### src/rtl/rv_alu.sv
// Registered RV32 integer ALU: eleven operations selected by alu_ctrl, one-cycle latency.
// Define ALU_FLAGS_EN to add registered carry/overflow/negative outputs.
module rv_alu #(
  parameter int DATA_WIDTH = 32
) (
  input  logic                  clk,
  input  logic                  rst,
  input  logic [DATA_WIDTH-1:0] a,
  input  logic [DATA_WIDTH-1:0] b,
  input  logic [3:0]            alu_ctrl,
`ifdef ALU_FLAGS_EN
  output logic                  carry,
  output logic                  overflow,
  output logic                  negative,
`endif
  output logic [DATA_WIDTH-1:0] result,
  output logic                  zero
);

  localparam int SHAMT_W = $clog2(DATA_WIDTH);
  localparam int MSB     = DATA_WIDTH - 1;

  logic signed [DATA_WIDTH-1:0] a_s;
  logic signed [DATA_WIDTH-1:0] b_s;
  logic        [SHAMT_W-1:0]    shamt;
  logic        [DATA_WIDTH-1:0] sum;
  logic        [DATA_WIDTH-1:0] diff;
  logic        [DATA_WIDTH-1:0] result_d;
  logic        [DATA_WIDTH-1:0] result_p0;
  logic                         zero_p0;

  assign a_s   = $signed(a);
  assign b_s   = $signed(b);
  assign shamt = b[SHAMT_W-1:0];

`ifdef ALU_FLAGS_EN
  // One extra bit captures carry-out of ADD and borrow of SUB.
  logic [DATA_WIDTH:0] sum_ext;
  logic [DATA_WIDTH:0] diff_ext;
  logic                carry_d;
  logic                overflow_d;
  logic                carry_p0;
  logic                overflow_p0;
  logic                negative_p0;

  assign sum_ext  = {1'b0, a} + {1'b0, b};
  assign diff_ext = {1'b0, a} - {1'b0, b};
  assign sum      = sum_ext[MSB:0];
  assign diff     = diff_ext[MSB:0];

  always_comb begin
    carry_d    = 1'b0;
    overflow_d = 1'b0;
    case (alu_ctrl)
      4'h0: begin
        carry_d    = sum_ext[DATA_WIDTH];
        overflow_d = (a[MSB] == b[MSB]) && (sum[MSB] != a[MSB]);
      end
      4'h1: begin
        carry_d    = ~diff_ext[DATA_WIDTH];
        overflow_d = (a[MSB] != b[MSB]) && (diff[MSB] != a[MSB]);
      end
      default: ;
    endcase
  end
`else
  assign sum  = a + b;
  assign diff = a - b;
`endif

  function automatic logic [DATA_WIDTH-1:0] flag_word(input logic bit_in);
    flag_word = {{(DATA_WIDTH-1){1'b0}}, bit_in};
  endfunction

  always_comb begin
    result_d = '0;
    case (alu_ctrl)
      4'h0:    result_d = sum;
      4'h1:    result_d = diff;
      4'h2:    result_d = a & b;
      4'h3:    result_d = a | b;
      4'h4:    result_d = a ^ b;
      4'h5:    result_d = a << shamt;
      4'h6:    result_d = a >> shamt;
      4'h7:    result_d = $unsigned(a_s >>> shamt);
      4'h8:    result_d = flag_word(a_s < b_s);
      4'h9:    result_d = flag_word(a < b);
      4'hA:    result_d = b;
      default: result_d = '0;
    endcase
  end

  // Stage p0: output registers
  always_ff @(posedge clk) begin
    if (rst) begin
      result_p0 <= '0;
      zero_p0   <= 1'b1;
    end else begin
      result_p0 <= result_d;
      zero_p0   <= (result_d == '0);
    end
  end

`ifdef ALU_FLAGS_EN
  always_ff @(posedge clk) begin
    if (rst) begin
      carry_p0    <= 1'b0;
      overflow_p0 <= 1'b0;
      negative_p0 <= 1'b0;
    end else begin
      carry_p0    <= carry_d;
      overflow_p0 <= overflow_d;
      negative_p0 <= result_d[MSB];
    end
  end

  assign carry    = carry_p0;
  assign overflow = overflow_p0;
  assign negative = negative_p0;
`endif

  assign result = result_p0;
  assign zero   = zero_p0;

endmodule

### config.mk
export PLATFORM = sky130hd
export DESIGN_NAME = rv_alu
export DESIGN_NICKNAME = d
export VERILOG_FILES = /design/src/rtl/rv_alu.sv
export SDC_FILE = /design/constraint.sdc
export NUM_CORES = 1
export LEC_CHECK = 0
export ABC_AREA = 1
export CAP_MARGIN = 20
export CORE_ASPECT_RATIO = 2
export CORE_MARGIN = 1.5
export CORE_UTILIZATION = 42
export CTS_BUF_LIST = sky130_fd_sc_hd__clkbuf_8
export CTS_CLUSTER_DIAMETER = 200
export CTS_CLUSTER_SIZE = 28
export DETAILED_ROUTE_END_ITERATION = 16
export PLACE_DENSITY = 0.68
export SLEW_MARGIN = 40
export SYNTH_ARGS = -nofsm -noshare
export SYNTH_HDL_FRONTEND = slang
export SYNTH_SLANG_ARGS = --single-unit
### constraint.sdc
create_clock -name clk -period 2.55 [get_ports clk]
set_clock_uncertainty 0.15 [all_clocks]
set_input_delay 0.255 -clock clk [delete_from_list [all_inputs] [get_ports clk]]
set_output_delay 0.255 -clock clk [all_outputs]
set_load 0.005 [all_outputs]
======== Word level (Yosys, flattened, before mapping) ========
Index checks and enable logic that the tools add are counted.
word-level totals
  flip-flop bits (word level) ............. 33
  bits of input ports ..................... 70
  output and inout port bits .............. 33
  logic and storage cells ................. 25
operators by class
  add/subtract/negate cells ............... 2
  magnitude comparators ................... 2
  eq/ne operators ......................... 10
  shifts and indexed selects .............. 3
  mux-type cells .......................... 1
  bitwise logic cells ..................... 3
  reduce and logical (&&, ||, !) cells .... 2
operators with widths
  operator                                                         number
  32-bit case mux with 11 select lines                             1
  32-bit < comparator                                              2
  32-bit adder                                                     1
  32-bit AND                                                       1
  32-bit zero test                                                 1
  32-bit OR                                                        1
  32-bit by 5-bit << shifter with 32-bit output                    1
  32-bit by 5-bit right shift with 32-bit output                   1
  32-bit by 5-bit >>> shifter with 32-bit output                   1
  32-bit subtractor                                                1
  32-bit XOR                                                       1
  4-bit by 3-bit == test with 1-bit output, second input constant  4
  4-bit == test, second input constant                             3
  4-bit by 2-bit == test with 1-bit output, second input constant  2
  4-bit by 1-bit == test with 1-bit output, second input constant  1
  4-bit zero test                                                  1

======== Longest topological paths before layout ========
Gate-level depths: netlist of the first run.
  depth after elaboration ................. 3
  gate-level depth with buffers ........... 23

======== Worst setup path before layout of the first run ========
No wires, ideal clock.
  path kind ............................... input port to flip-flop
  from .................................... input port b[4]
  to ...................................... register zero_p0 (netlist: zero)
  library setup time ...................... 0.061 ns
  data arrival time ....................... 2.519 ns
  data required time ...................... 2.339 ns
  path slack .............................. -0.181 ns
  stages on the path ...................... 22
  path buffers ............................ 3
  cells stage by stage .................... buf_2 > inv_1 > clkbuf_1 > ha_1 > buf_2 > nor2_1 > nand2_1 > inv_1 > nand2_1 > nand2_1 > nand2_1 > nand2_1 > nand2_1 > nand2_1 > nor2_1 > nor2_1 > nand3_1 > nor2_1 > nand2_1 > nor2_1 > nand3_1 > nand2_1
between the ends
  word-level cells in the longest chain between the ends .. 3
  elaborated cells between the ends (all ways) .. 12
  classes of those cells .................. 2 x add/sub; 2 x order compare; 3 x shift; 1 x mux; 3 x bitwise; 1 x reduce/logical
RTL lines
  element                                    RTL line  RTL
  start, declared                            9         input logic [DATA_WIDTH-1:0] b,
  32-bit subtractor (tied with other cells)  68        assign diff = a - b;
  32-bit case mux with 11 select lines (*)   77        case (alu_ctrl)
  32-bit zero test (*)                       100       zero_p0 <= (result_d == '0);
  end signal, assigned                       100
  end, declared                              30        logic zero_p0;
Mark *: on every way between the ends. The rest lies on a longest branch, timed or not.
A chain may end at the register's enable or synchronous reset.

======== Worst setup path after layout of the first run ========
  from .................................... input port b[0]
  to ...................................... register zero_p0 (netlist: zero)
The elaborated chain is that of the path after synthesis.

==> flow_summary.toml, run 1 <==
[run_status]
run_status = "complete, but fails checks"
violations = "negative setup slack"

[pwr]
total_power_uw = 5480
p_leak_uw = 0.0106
power_density_mw_per_mm2 = 281
pwr-share-clk_pct = 9.3
share_comb_of_total_power_pct = 80.3
switching_share_pct = 51.3
p_sw_uw = 2810
seq_power_share_pct = 10.4
peakVddDrop_uv = 219
cell_internal_pwr_uw = 2670

[placement]
placed_area_sq_mm = 0.0167
gp_congestion = 1.11
port_buffers = 102
place_hpwl_mm = 57.4

[die]
ios = 103
core_area_sq_mm = 0.0274
dieWidth_um = 121
start_util_pct = 42.4
rows = 86
fp.dieH_um = 238
die_area_sq_mm = 0.0288

[sta]
clock.fmax_mhz = 382
period_needed_ns = 2.62
hold_violations = 0
slew_headroom_pct = 55.5
finalSetupViolCount = 5
whs_ns = 0.509
drv_slew = 0
finalCritPeriodShare_pct = 103
setup_tns_ns = -0.0940
setup_ws_ns = -0.0673
tightest_slew_ns = 0.664

[yosys]
ys.flop_type = "dfxtp_1"
ys_seq_area_share_pct = 5.68
synth_xor_area_share_pct = 0.151
ys_types = 39
synth_edf_count = 0
netlist_instances = 2336
yosys.area_share.simple_pct = 59.2
synthAdderAreaFrac_pct = 11.2
async_flop_share_pct = 0
synth-compound-area-share_pct = 8.09
synth_fp_nets = 2509
synth_top_family_by_area = "simple AND/OR/NAND/NOR gates"
synth_top_area_share_pct = 25.4
synth_largest_area_cell = "nand2_1"
synth_seq_cells = 33
syn-cell-area_sq_mm = 0.0116
synth_mux_area_share_pct = 0
synthTopCellsByArea = "nand2_1 25%, nand3_1 20%, ha_1 11%"
syn_area_per_cell_sq_um = 4.98
ys_warn_count = 0

[worst_setup_path]
crit_arrival_ns = 2.69
start_kind = "input pin"
path_class = "in2reg"
cp_max_fo = 13
crit_required_ns = 2.63
cp-end-kind = "flop"

[cells_and_area]
nets = 3102
filler_cell_count = 2426
layout-drive-gt1-share_pct = 40.4
fin_area_sq_mm = 0.0195
syn2layout_area_growth_pct = 67.8
layout_common_cells = "628 x nand2_1, 532 x buf_4, 381 x nand3_1"
final_common_cell = "nand2_1"
fin_util_pct = 71.2
diodes = 0

[routing]
wirelength_mm = 75.9
via_per_inst = 5.89
drc_errors = 0
num_vias = 19300
ant_nets = 0
dr.pass1.iters = 14
initialDrtViolationCount = 1846
routedWlPerCell_um = 23.1

[global_routing]
grt_max_degree = 66
grt_overflow = 0
grt_pass1_vias = 18900
grt_antenna_before_repair = 0
grt_pass1_wl_mm = 105
track_usage_pct = 49.3

[cts]
cts.sinks = 33
cts_tree = "built"
root_buffer = "clkbuf_8"
htree_num_levels = 2
clk_pin_slew_ns = 0.07
cts_buffer_depth = 2
numCtsBuffers = 5

[min_path]
min_path_type = "in2reg"

[run]
cap_violations = 0
-- Yosys cell counts, types with 4 or more instances --
cell / n
buf_4: 8
buf_6: 5
and2_1: 4
buf_1: 10
nor2_2: 16
o21ai_0: 35
o21ai_1: 5
nor3_1: 24
clkbuf_1: 17
nand2_1: 786
nand2_2: 26
a21oi_1: 58
o21bai_1: 6
buf_2: 57
nor2_1: 221
dfxtp_1: 33
nand2_4: 9
ha_1: 101
inv_1: 335
o22ai_1: 47
inv_2: 9
nand3_1: 468
o211ai_1: 10
nand4_1: 19
-- power by group through the flow --
stage                     clock, uW  sequential, uW  combinational [uW]
after detailed placement          0             582                3400
final                           508             572                4400
after global placement            0             580                3370
after global routing            531             573                4600
after floorplan                   0             585                1610
after CTS                       508             570                3860
-- layer usage --
layer | part of all wire (%) | global-route usage (%) | vias up | wire length, um
met3 | 9.2 | 13.6 | 581 | 7010
met2 | 46 | 83.3 | 1255 | 34500
met1 | 31 | 43.6 | 8860 | 23200
met5 | 0 | 0.536 | - | 0
li1 | - | - | 8623 | -
met4 | 15 | 55.3 | 0 | 11100
-- worst paths after layout --
path	from	endpoint	slack [ns]	depth (start not counted)
setup / recovery	b[0]	zero	-0.07	21
hold / removal	alu_ctrl[2]	result[0]	0.51	5
-- kinds of logic (layout without fill, tap and decap cells) --
logic type / count (synthesis) / in the layout
simple gates: 1588 / 1588
buf+inv: 444 / 1038
compound gates: 166 / 166
fa+ha+maj: 103 / 103
flops: 33 / 33
xor+xnor: 2 / 2
-- timing repair --
action	4_1_cts	5_1_grt
buffers inserted	40	23
gates resized for setup	445	327
pin swaps	109	119
hold buffers	0	0
cloned	1	2
endpoints found under the setup margin	33	12
-- per-stage QoR --
| step | worst slack [ns] | std cells |
|---|---|---|
| finish | -0.0673 | 3282 |
| global route | -0.192 | 3282 |
| CTS | 0.000153 | 3259 |
| detailed placement | -1.09 | 3211 |
| global placement | -1.08 | 3211 |
| floorplan | 0.00423 | 2336 |
-- layout make-up --
cell class              instances  area [sq um]  area share (%)
repair buffers                684          5670            29.0
multi-input cells            1859         11300            58.0
inverters                     346          1320            6.77
flip-flops and latches         33           661            3.38
well taps                     352           440            2.26
clock buffers                   6          82.6           0.423
clock inverters                 2          33.8           0.173
-- worst max-delay path, stage by stage --
cell	delay (ns)
buf_4	0.14
buf_12	0.16
buf_12	0.17
buf_4	0.17
nand2_1	0.12
buf_4	0.14
nand3_2	0.09
nand3_2	0.11
nand2_2	0.08
nand2_1	0.07
nand2_2	0.08
a21oi_2	0.14
buf_4	0.14
nor2_1	0.07
nor2_4	0.15
nand2_1	0.06
nor2_1	0.13
nand2_2	0.10
nor2_4	0.14
nand3_1	0.07
nand2_1	0.05
-- registers in the layout, summed over array words and instances (netlist names) --
name / cells
zero: 1
result: 32
Power figures use the tool's default switching activity.
==> inputs of run 2 (changes only) <==
Settings changed: MAX_ROUTING_LAYER set to met4, SKIP_LAST_GASP set to 1.
==> flow_summary.toml, run 2 (synthesis results as in run 1) <==
[run_status]
run_status = "complete, but fails checks"
violations = "negative setup slack"

[sta]
tightest_slew_ns = 0.948
period_needed_ns = 2.62
slew_headroom_pct = 36.5
finalSetupViolCount = 2
finalCritPeriodShare_pct = 103
hold_violations = 0
clock.fmax_mhz = 381
setup_ws_ns = -0.0737
rsz0062_at_grt = "true"
drv_slew = 0

[worst_setup_path]
cp_max_fo = 20
crit_arrival_ns = 2.70
crit_required_ns = 2.62
critPathMaxStageDelay_ns = 0.29
start_kind = "input pin"
path_cells = "buf_2 -> inv_4 -> buf_8 -> buf_4 -> nand3_1 -> nand3_1 -> nand3_2 -> nand2_1 -> nor2_1 -> nor2_1 -> nor2_1 -> nor2_2 -> nand2_1 -> nor2_2 -> nand2_2 -> nor2_2 -> nand3_1 -> nand2_1"
cp-end-kind = "flop"
critPathTopFamily = "simple AND/OR/NAND/NOR gates"
critPathSlowestCell = "nand3_2"
path_class = "in2reg"
crit_buf_inv = 4

[pwr]
power_density_mw_per_mm2 = 281
p_leak_uw = 0.0105
peakVddDrop_uv = 303

[die]
ios = 103
dieWidth_um = 121
rows = 86
core_area_sq_mm = 0.0274
fp.dieH_um = 238
die_area_sq_mm = 0.0288
start_util_pct = 42.4

[run]
cap_violations = 0

[routing]
wirelength_mm = 74.6
ant_nets = 0
dr.pass1.iters = 9
via_per_inst = 5.81
drc_errors = 0
routedWlPerCell_um = 22.7
num_vias = 19100
initialDrtViolationCount = 1826

[cts]
numCtsBuffers = 5
cts_tree = "built"
root_buffer = "clkbuf_8"
cts_buffer_depth = 2
htree_num_levels = 2
cts.sinks = 33
clk_pin_slew_ns = 0.07
hold_buffers = 0

[cells_and_area]
fin_util_pct = 70.0
nets = 3110
syn2layout_area_growth_pct = 65.0
largest_reg_flops = 32
diodes = 0
layout_common_cells = "675 x nand2_1, 553 x buf_4, 416 x nand3_1"
final_common_cell = "nand2_1"
fin_area_sq_mm = 0.0192
layout-drive-gt1-share_pct = 37.2

[global_routing]
grt_max_degree = 62
grt_pass1_vias = 18900
grt_overflow = 0
grt_antenna_before_repair = 0
track_usage_pct = 51.8
grt_pass1_wl_mm = 108

[placement]
port_buffers = 102
place_hpwl_mm = 59.0
gp_congestion = 1.17
placed_area_sq_mm = 0.0168

[min_path]
min_path_type = "in2reg"
-- run 2: cell count changes in the layout (fill, tap and decap cells not counted), sizes merged --
cell / previous run / this run
clkdlybuf4s15: 11 / 14
clkbuf: 35 / 19
dlymetal6s2s: 5 / 1
buf: 585 / 595
dlygate4sd2: 19 / 34
-- run 2: report_power, final --
group / total (uW) / internal [uW] / leakage, uW / switching [uW]
Sequential: 570 / 557 / 0.000271 / 13.1
Clock: 515 / 315 / 0.0000626 / 201
Combinational: 4310 / 1770 / 0.0102 / 2530
-- run 2: area by class of cell --
type | instances | area (sq um)
multi-input combinational | 1859 | 11000
fill | 2487 | 8240
timing repair buffer | 692 | 5630
inverter | 346 | 1320
sequential | 33 | 661
tap | 352 | 440
clock buffer | 6 | 82.6
clock inverter | 2 | 33.8
-- run 2: through the flow --
| stage | hold WS [ns] | setup TNS, ns | setup WS [ns] | std cells | power (uW) |
|---|---|---|---|---|---|
| 4_1_cts | 0.562 | 0 | 0.00184 | 3272 | 5010 |
| 6_report | 0.567 | -0.0930 | -0.0737 | 3290 | 5390 |
| 3_5_place_dp | 0.804 | -19.72 | -1.16 | 3233 | 4050 |
| 5_1_grt | 0.567 | -0.294 | -0.145 | 3290 | 5630 |
| 2_1_floorplan | 0.174 | 0 | 0.00423 | 2336 | 2190 |
| 3_3_place_gp | 0.809 | -19.46 | -1.14 | 3233 | 4010 |
-- run 2: final timing paths --
path,from,endpoint,cells after the start
max,b[1],zero,18
min,rst,result[17],3
-- run 2: metal layers --
layer	global-route usage, %	vias to the layer above	share of wire, %
met1	46.0	8594	30
met2	84.3	1237	46
met5	-	-	0
met4	55.8	0	15
li1	-	8636	-
met3	13.7	649	8.8
-- run 2: timing repair --
action / CTS / global route
setup buffers: 32 / 18
setup endpoints to repair: 32 / 12
resized for setup: 489 / 181
pin swaps: 109 / 71
gates cloned: 0 / 1
